<file path="config.mk">
export PLATFORM = sky130hd
export DESIGN_NAME = gates_pipe
export DESIGN_NICKNAME = d
export VERILOG_FILES = /design/src/rtl/gates_pipe.sv
export SDC_FILE = /design/constraint.sdc
export NUM_CORES = 1
export LEC_CHECK = 0
export ABC_AREA = 1
export ABC_CLOCK_PERIOD_IN_PS = 2500
export BUFFER_PORTS_ARGS = -buffer_cell sky130_fd_sc_hd__buf_2
export CAP_MARGIN = 10
export CORE_ASPECT_RATIO = 0.8
export CORE_MARGIN = 8
export CORE_UTILIZATION = 52
export CTS_CLUSTER_SIZE = 40
export DETAILED_ROUTE_END_ITERATION = 12
export PLACE_DENSITY = 0.74
export SLEW_MARGIN = 20
export SYNTH_ARGS = -nofsm -noshare
export SYNTH_HDL_FRONTEND = slang
export SYNTH_SLANG_ARGS = --single-unit
</file>
<file path="constraint.sdc">
create_clock -name clk -period 2.5 [get_ports clk]
set_input_delay 0.5 -clock clk [delete_from_list [all_inputs] [get_ports clk]]
set_output_delay 0.5 -clock clk [all_outputs]
set_load 0.005 [all_outputs]
</file>
<file path="src/rtl/gates_pipe.sv">
// Two-stage bitwise logic unit (8 opcodes) with accumulator chaining and a saturating result counter.
// Latency: 2 cycles from input handshake to out_valid.
// Backpressure: S2 holds while out_ready=0, S1 then fills and in_ready drops; 1 txn/cycle when unstalled.
`timescale 1ns/1ps
module gates_pipe #(
  parameter int WIDTH = 8,
  parameter int CNT_W = 8
) (
  input  logic             clk,
  input  logic             rst_n,
  input  logic             in_valid,
  output logic             in_ready,
  input  logic [WIDTH-1:0] in_a,
  input  logic [WIDTH-1:0] in_b,
  input  logic [2:0]       in_op,
  input  logic             in_acc,
  input  logic             acc_clr,
  output logic             out_valid,
  input  logic             out_ready,
  output logic [WIDTH-1:0] out_y,
  output logic             out_zero,
  output logic [CNT_W-1:0] out_cnt
);

  logic             s1_vld_q, s1_vld_d;
  logic [WIDTH-1:0] s1_a_q, s1_b_q;
  logic [2:0]       s1_op_q;
  logic             s1_acc_q;
  logic             s2_vld_q, s2_vld_d;
  logic [WIDTH-1:0] y_q, y_d;
  logic             zero_q, zero_d;
  logic [WIDTH-1:0] acc_q, acc_d;
  logic [CNT_W-1:0] cnt_q, cnt_d;

  logic             in_hs, out_hs, xfer;
  logic [WIDTH-1:0] op_b, result;

  assign xfer     = s1_vld_q & (~s2_vld_q | out_ready);
  assign in_ready = ~s1_vld_q | xfer;
  assign in_hs    = in_valid & in_ready;
  assign out_hs   = s2_vld_q & out_ready;

  // B comes from the accumulator as it stands before this edge, so a same-cycle clear does not affect it.
  always_comb begin
    op_b   = s1_acc_q ? acc_q : s1_b_q;
    result = s1_a_q;
    case (s1_op_q)
      3'd0:    result = s1_a_q & op_b;
      3'd1:    result = s1_a_q | op_b;
      3'd2:    result = ~s1_a_q;
      3'd3:    result = ~(s1_a_q & op_b);
      3'd4:    result = ~(s1_a_q | op_b);
      3'd5:    result = s1_a_q ^ op_b;
      3'd6:    result = ~(s1_a_q ^ op_b);
      default: result = s1_a_q;
    endcase
  end

  always_comb begin
    s1_vld_d = s1_vld_q;
    if (in_hs)     s1_vld_d = 1'b1;
    else if (xfer) s1_vld_d = 1'b0;

    s2_vld_d = s2_vld_q;
    y_d      = y_q;
    zero_d   = zero_q;
    if (xfer) begin
      s2_vld_d = 1'b1;
      y_d      = result;
      zero_d   = (result == '0);
    end else if (out_hs) begin
      s2_vld_d = 1'b0;
    end

    acc_d = acc_q;
    if (acc_clr)   acc_d = '0;
    else if (xfer) acc_d = result;

    cnt_d = cnt_q;
    if (out_hs && (cnt_q != {CNT_W{1'b1}})) cnt_d = cnt_q + 1'b1;
  end

  always_ff @(posedge clk or negedge rst_n) begin
    if (!rst_n) begin
      s1_vld_q <= 1'b0;
      s2_vld_q <= 1'b0;
      y_q      <= '0;
      zero_q   <= 1'b1;
      acc_q    <= '0;
      cnt_q    <= '0;
    end else begin
      s1_vld_q <= s1_vld_d;
      s2_vld_q <= s2_vld_d;
      y_q      <= y_d;
      zero_q   <= zero_d;
      acc_q    <= acc_d;
      cnt_q    <= cnt_d;
    end
  end

  // Operand registers need no reset: they are only consumed while s1_vld_q is set.
  always_ff @(posedge clk) begin
    if (in_hs) begin
      s1_a_q   <= in_a;
      s1_b_q   <= in_b;
      s1_op_q  <= in_op;
      s1_acc_q <= in_acc;
    end
  end

  assign out_valid = s2_vld_q;
  assign out_y     = y_q;
  assign out_zero  = zero_q;
  assign out_cnt   = cnt_q;

endmodule

</file>
# After elaboration in Yosys (flattened, before gate mapping)
# Cells that the tools add are included.
# op_classes
muxes,8
eq_ne,7
shift,0
addsub,1
magnitude_cmp,0
n_div,0
bitwise,14
n_reduce_logical,6
n_mul,0
# op_table
operator,n
one-hot mux 8 bit (7 select lines),1
NOT 8 bit,4
2-to-1 mux 8 bit,3
== test 3 bit (second input constant),3
adder 8 x 1 -> 8 bit (second input constant),1
AND 8 bit,1
zero test 8 bit,1
inequality test 8 bit (second input constant),1
bitwise OR 8 bit,1
bitwise XOR 8 bit,1
== test 3 x 2 -> 1 bit (second input constant),2
nonzero test 2 bit,3
2-to-1 mux 1 bit,4
AND 1 bit,3
== test 3 x 1 -> 1 bit (second input constant),1
zero test 3 bit,1
NOT 1 bit,2
bitwise OR 1 bit,2
logical AND 1 bit,1
# totals
romBits,0
mem_count,0
latchBits,0
inputBits,25
word_cells,46
out_inout_bits,19
mem_bits_rw,0
ff_bits,47

# Depth between registers and ports, before layout
# Gate-level depths: netlist of run 1.
# logic_depth
ltp_word,6
mapped_depth,15
depth_no_buf,15

# Worst setup path after synthesis of run 1
# Ideal clock, no wire load.
# synth_path
kind,flip-flop to flip-flop
from,reg s1_acc_q
to,"reg y_q[6], in the netlist out_y[6]"
period_less_slack_ns,1.823
path_stages_with_launch,12
required_time_ns,2.380
slack_ns,0.677
arrival_ns,1.703
n_path_buf,1
setup_ns,0.120
path_cell_list,edfxtp_1 clkbuf_1 nand2_1 o21ai_0 ha_1 and3_1 nor3_1 nand2_1 nor2_1 inv_1 o21ai_0 inv_1
# synth_via
elab_chain_len,4
elab_cells_between_ends,8
classes_between,mux: 2; bitwise: 6
# synth_rtl
element,line_no,source
"start, declared",28,logic s1_acc_q;
"start signal, assigned",107,s1_acc_q <= in_acc;
2-to-1 mux 8 bit *,45,op_b = s1_acc_q ? acc_q : s1_b_q;
bitwise XOR 8 bit (tied with other cells),"53, 54",
"NOT 8 bit, on equally long branches","54, 51, 52",
one-hot mux 8 bit (7 select lines) *,47,case (s1_op_q)
"end signal, assigned",94,y_q <= y_d;
"end, declared",30,"logic [WIDTH-1:0] y_q, y_d;"
# Mark *: on every way between the ends. The rest lies on a longest branch, timed or not.
# A chain may end at the register's enable or synchronous reset.

# Final worst setup path of run 1
# Ends and elaborated chain as after synthesis.

==> results.toml, run 1 <==
[clock_network]
htree_levels = 2
clock-sinks = 47
cts-root-buf = "clkbuf_8"
max-clock-path-buffers = 2
cts_made_buffers = 5
cts_resized = 0
clock_latency_ns = 0.32
cts_tree = "yes"
path_clk_slew_ns = 0.10
postCtsHoldBufs = 0
cts_setup_buffers = 0

[sta]
relSlewSlack = 0.542
tightest_slew_ns = 0.686
finalCriticalPeriod_ns = 2.05
fin_crit_sh = 0.821
drv_slew = 0
setup_viol_count_final = 0
skew_ns = 0.00908
final.setup.tns_ns = 0
finalHoldViolCount = 0
rsz0062_at_grt = "false"
timing.fmax_mhz = 487

[power_and_ir_drop]
total_power_mw = 2.23
worst_ir_drop_vdd_uv = 557
powerDensity_nw_per_um2 = 712
leakage_nw = 1.69

[synthesis]
ys_warn_count = 0
synth-seq-cells = 47
synth_nets = 396
syn_inst = 354
mappedNetlistArea_um2 = 2750
synth.distinct_cells = 23
synth_seq_area_share = 0.465
avgSynthCellArea_um2 = 7.75

[worst_setup_path]
worstSetupEndpoint = "out_y[6]$_DFFE_PN0P_"
arrival_ns = 2.26
path_max_fanout = 16
start_kind = "flop"
startpoint = "s1_acc_q$_DFFE_PP_"
critPathBufInv = 2
path_cells = "o21ai_0 -> ha_1 -> and3_1 -> nor3_1 -> nand2_1 -> nor2_1 -> inv_1 -> o21ai_0 -> inv_1"
cp_top_family = "flip-flops"
path_depth = 9
cpMaxStageDelayCell = "edfxtp_1"
cpPeakStageDelay_ns = 0.60
reg2reg_to = "out_y[6]$_DFFE_PN0P_"
critical_path_class = "flop to flop"
timing.rr.start = "s1_acc_q$_DFFE_PP_"
r2r.worst_path.cells = 9
required_ns = 2.71
r2r_slack_ns = 0.45
crit_path_end_kind = "flop"

[worst_hold_path]
min_path_type = "input pin to asynchronous set/reset pin"

[detailed_routing]
num_vias = 2305
viasPerCell = 5.02
drc = 0
routed_wl_um = 6180
avgRoutedWirePerCell_um = 13.5
ant_nets = 0
drt_iter0_drc = 131
dr.pass1.iters = 5

[grt]
grt_pass1_wl_um = 10500
grt_max_degree = 28
grt_usage = 0.162
antenna_found_initial = 0
overflow = 0
grt_pass1_vias = 2179

[final_layout]
multi_input_area_um2 = 1210
antenna_cells = 0
register_area_um2 = 1280
syn2layout_area_growth_pct = 14.0
fillers = 432
drive_gt1_frac = 0.149
nNetsFinal = 438

[run]
cap_violations = 0

[floorplanning]
die-area_um2 = 7870
initial_core_util = 0.545
rows = 23
die_w_um = 97.2
io_pins = 44
coreArea_um2 = 5040
fp.dieH_um = 81.0

[place]
dp_hpwl_um = 4580
numPortBuffers = 43
place_congestion = 0.907

[status]
outcome = "complete, no violations"
## layer usage
metal / GRT usage / vias up / wire length, µm
met5: 0 / - / 0
met4: 0.0679 / 0 / 80
met3: 0.0483 / 7 / 422
met2: 0.233 / 71 / 2660
met1: 0.225 / 1027 / 3020
li1: - / 1200 / -
## cell usage in the layout, fill, tap and decap left out, drive strengths merged
cell type	netlist	final
edfxtp	20	20
dfstp	1	1
nand3	46	46
nand3b	4	4
a21oi	8	8
clkbuf	4	5
nor2	28	28
o21ai	14	14
inv	54	56
clkinv	1	1
nor3	3	3
nand2	107	107
bufinv	0	1
dfrtp	26	26
xor2	3	3
ha	17	17
xnor2	4	4
and3	1	1
buf	8	47
nand4	5	5
## state kept, by name, summed over array words and instances (netlist names)
signal	cells
s1_b_q	8
s1_vld_q	1
out_zero	1
acc_q	8
s1_a_q	8
out_valid	1
s1_op_q	3
s1_acc_q	1
out_cnt	8
out_y	8
## Yosys cell counts
| cell | n | share of area |
|---|---|---|
| o21ai_1 | 1 | 0.0018 |
| dfstp_2 | 1 | 0.0096 |
| dfrtp_1 | 26 | 0.24 |
| nand2_1 | 107 | 0.15 |
| buf_2 | 6 | 0.011 |
| edfxtp_1 | 20 | 0.22 |
| nand4_1 | 5 | 0.011 |
| xnor2_1 | 4 | 0.013 |
| nor3_1 | 3 | 0.0055 |
| nand3_1 | 46 | 0.084 |
| buf_1 | 2 | 0.0027 |
| o21ai_0 | 13 | 0.024 |
| nor2_1 | 26 | 0.036 |
| xor2_1 | 3 | 0.0096 |
| clkbuf_1 | 4 | 0.0055 |
| nand3b_1 | 4 | 0.011 |
| a21oi_1 | 8 | 0.015 |
| inv_2 | 1 | 0.0014 |
| inv_1 | 53 | 0.072 |
| nor2_2 | 2 | 0.0046 |
| and3_1 | 1 | 0.0023 |
| ha_1 | 17 | 0.077 |
| clkinv_1 | 1 | 0.0014 |
## cells by family (layout without fill, tap and decap cells)
kind of cell,count (synthesis),count (layout),synth area share
compound gates,22,22,0.0401
xor+xnor,7,7,0.0223
fa+ha+maj,17,17,0.0775
buf+inv,67,110,0.0943
flops,47,47,0.465
simple gates,194,194,0.300
## power by group
| part | total, mW | switching [mW] | internal (mW) |
|---|---|---|---|
| sequential | 1.05 | 0.106 | 0.947 |
| clock | 0.590 | 0.288 | 0.302 |
| combinational | 0.584 | 0.348 | 0.236 |
| total | 2.23 | 0.741 | 1.49 |
## final cells by class
type	count	share of cell area
inverter	55	0.0660
timing repair buffer	47	0.0784
clock inverter	3	0.0144
multi-input combinational	240	0.386
sequential	47	0.408
clock buffer	5	0.0220
tap	62	0.0248
## through the flow
step                      utilization  hold slack, ns  worst slack [ns]  cell area, µm²  cells
after floorplan                     -           0.204             0.677            2750    354
after global placement          0.599           0.460             0.501            3020    451
after detailed placement        0.599           0.466             0.480            3020    451
after CTS                       0.621           0.198             0.458            3130    459
after global routing            0.621           0.220             0.290            3130    459
final                           0.621           0.179             0.446            3130    459
## how the worst min path moves through the flow
stage,from,cells after the start,end
after floorplan,rst_n,0,acc_q[0]$_DFFE_PN0P_
after global placement,out_y[7]$_DFFE_PN0P_,2,out_y[7]$_DFFE_PN0P_
after detailed placement,out_y[7]$_DFFE_PN0P_,2,out_y[7]$_DFFE_PN0P_
after CTS,rst_n,1,out_y[2]$_DFFE_PN0P_
after global routing,rst_n,1,out_cnt[2]$_DFFE_PN0P_
final,rst_n,1,out_y[2]$_DFFE_PN0P_
Power figures use the tool's default switching activity.
==> run 2: changes to the inputs <==
--- a/config.mk
+++ b/config.mk
@@ -6,7 +6,7 @@
 export NUM_CORES = 1
 export LEC_CHECK = 0
 export ABC_AREA = 1
-export ABC_CLOCK_PERIOD_IN_PS = 2500
+export ABC_CLOCK_PERIOD_IN_PS = 1950
 export BUFFER_PORTS_ARGS = -buffer_cell sky130_fd_sc_hd__buf_2
 export CAP_MARGIN = 10
 export CORE_ASPECT_RATIO = 0.8
==> constraint.sdc (replaced) <==
create_clock -name clk -period 1.95 [get_ports clk]
set_input_delay 0.39 -clock clk [delete_from_list [all_inputs] [get_ports clk]]
set_output_delay 0.39 -clock clk [all_outputs]
set_load 0.005 [all_outputs]
==> results.toml, run 2 (synthesis results as in run 1) <==
[status]
outcome = "complete, no violations"

[worst_setup_path]
arrival_ns = 2.08
crit_path_end_kind = "flop"
path_max_fanout = 12
required_ns = 2.15
critical_path_class = "flop to flop"
start_kind = "flop"

[final_layout]
layout.cells.non_filler = 470
antenna_cells = 0
drive_gt1_frac = 0.184
fillers = 431
layout_common_cells = "nand2_1 (107), inv_1 (53), nand3_1 (46)"
nNetsFinal = 449
final_common_cell = "nand2_1"
syn2layout_area_growth_pct = 17.7
post-route-util = 0.641

[place]
numPortBuffers = 43
place_ws_ns = 0.0360
post-place-cells = 462
place_congestion = 0.873
dp_hpwl_um = 4720

[clock_network]
max-clock-path-buffers = 2
postCtsHoldBufs = 0
htree_levels = 2
clock_latency_ns = 0.31
cts_setup_buffers = 0
cts_made_buffers = 5
clock-sinks = 47
path_clk_slew_ns = 0.10
cts-root-buf = "clkbuf_8"
cts_tree = "yes"

[detailed_routing]
viasPerCell = 5.19
dr.pass1.iters = 5
ant_nets = 0
num_vias = 2437
drt_iter0_drc = 172
avgRoutedWirePerCell_um = 13.9
drc = 0
routed_wl_um = 6550

[sta]
tightest_slew_ns = 0.612
worst_slack_ns = 0.0684
setup_viol_count_final = 0
rsz0062_at_grt = "true"
finalHoldViolCount = 0
drv_slew = 0
timing.fmax_mhz = 531
fin_crit_sh = 0.965
relSlewSlack = 0.592
finalCriticalPeriod_ns = 1.88
skew_ns = 0.0117

[power_and_ir_drop]
switching_power_mw = 0.962
combPwrFrac = 0.282
p_seq_frac = 0.473
leakage_nw = 1.74
powerDensity_nw_per_um2 = 880
netSwitchingFraction = 0.339
p_int_mw = 1.88
p_clk_frac = 0.245
worst_ir_drop_vdd_uv = 497

[grt]
antenna_found_initial = 0
grt_pass1_vias = 2311
overflow = 0
grt_usage = 0.166
grt_max_degree = 28
grt_pass1_wl_um = 10800

[floorplanning]
die-area_um2 = 7870
initial_core_util = 0.545
coreArea_um2 = 5040
die_w_um = 97.2
io_pins = 44
rows = 23
fp.dieH_um = 81.0

[run]
cap_violations = 0

[worst_hold_path]
min_path_type = "input pin to asynchronous set/reset pin"
-- run 2: cell count changes in the layout (fill, tap and decap cells not counted), moves of 2 or more --
cell     before  now
nor2_2        2    4
o21ai_1       1    5
nor3_1        3    1
nor2_1       26   24
nor3_2        0    2
o21ai_0      13    8
buf_4         4   14
-- run 2: cell type report --
class                      instances  area (µm²)  share of cell area
multi-input combinational        240        1230               0.380
inverter                          55         206              0.0639
timing repair buffer              58         332               0.103
sequential                        47        1280               0.395
clock buffer                       6        93.8              0.0290
clock inverter                     2        16.3             0.00503
tap                               62        77.6              0.0240
-- run 2: through the flow --
stage                     area (µm²)  setup TNS (ns)  hold slack (ns)  power [mW]
after floorplan                 2750               0           0.0944        1.81
final                           3230               0           0.0862        2.84
after detailed placement        3100               0            0.437        2.15
after global placement          3100               0            0.425        2.12
after global routing            3230          -0.360            0.138        3.02
after CTS                       3210               0            0.102        2.84
-- run 2: what timing repair did --
item	CTS	global route
endpoints found under the hold margin	0	0
resized for setup	1	10
endpoints found under the setup margin	2	15
-- run 2: worst max-delay path, cell delays in order, from the launching register on --
cell      delay (ns)
edfxtp_1        0.44
buf_6           0.17
nand2_1         0.08
o21ai_2         0.07
ha_1            0.30
and3_1          0.21
nor3_2          0.12
nand2_1         0.08
nor2_2          0.10
inv_1           0.07
o21ai_0         0.08
inv_1           0.05
-- run 2: path summary, 6_finish.rpt --
kind	start	to	slack (ns)	cells past startpoint
worst max-delay path	s1_acc_q$_DFFE_PP_	out_y[6]$_DFFE_PN0P_	0.07	11
worst min-delay path	rst_n	acc_q[0]$_DFFE_PN0P_	0.09	1
worst max register to register	s1_acc_q$_DFFE_PP_	out_y[6]$_DFFE_PN0P_	0.07	11
worst min register to register	out_zero$_DFFE_PN1P_	out_zero$_DFFE_PN1P_	0.48	2
max in group asynchronous	rst_n	out_y[5]$_DFFE_PN0P_	1.46	1
min in group clk	in_op[2]	s1_op_q[2]$_DFFE_PP_	0.25	1
-- run 2: metal layers --
| layer | global-route usage | vias up | wire length (µm) |
|---|---|---|---|
| li1 | - | 1225 | - |
| met1 | 0.216 | 1118 | 3060 |
| met2 | 0.276 | 90 | 3060 |
| met3 | 0.0432 | 4 | 387 |
| met4 | 0.0392 | 0 | 42 |
| met5 | 0 | - | 0 |
-- run 2: power groups by stage --
| stage | registers [mW] | logic [mW] | clock network [mW] |
|---|---|---|---|
| 6_report | 1.34 | 0.801 | 0.698 |
| 5_1_grt | 1.36 | 0.918 | 0.744 |
| 4_1_cts | 1.34 | 0.796 | 0.704 |
| 3_5_place_dp | 1.36 | 0.792 | 0 |
| 3_3_place_gp | 1.36 | 0.765 | 0 |
| 2_1_floorplan | 1.35 | 0.463 | 0 |
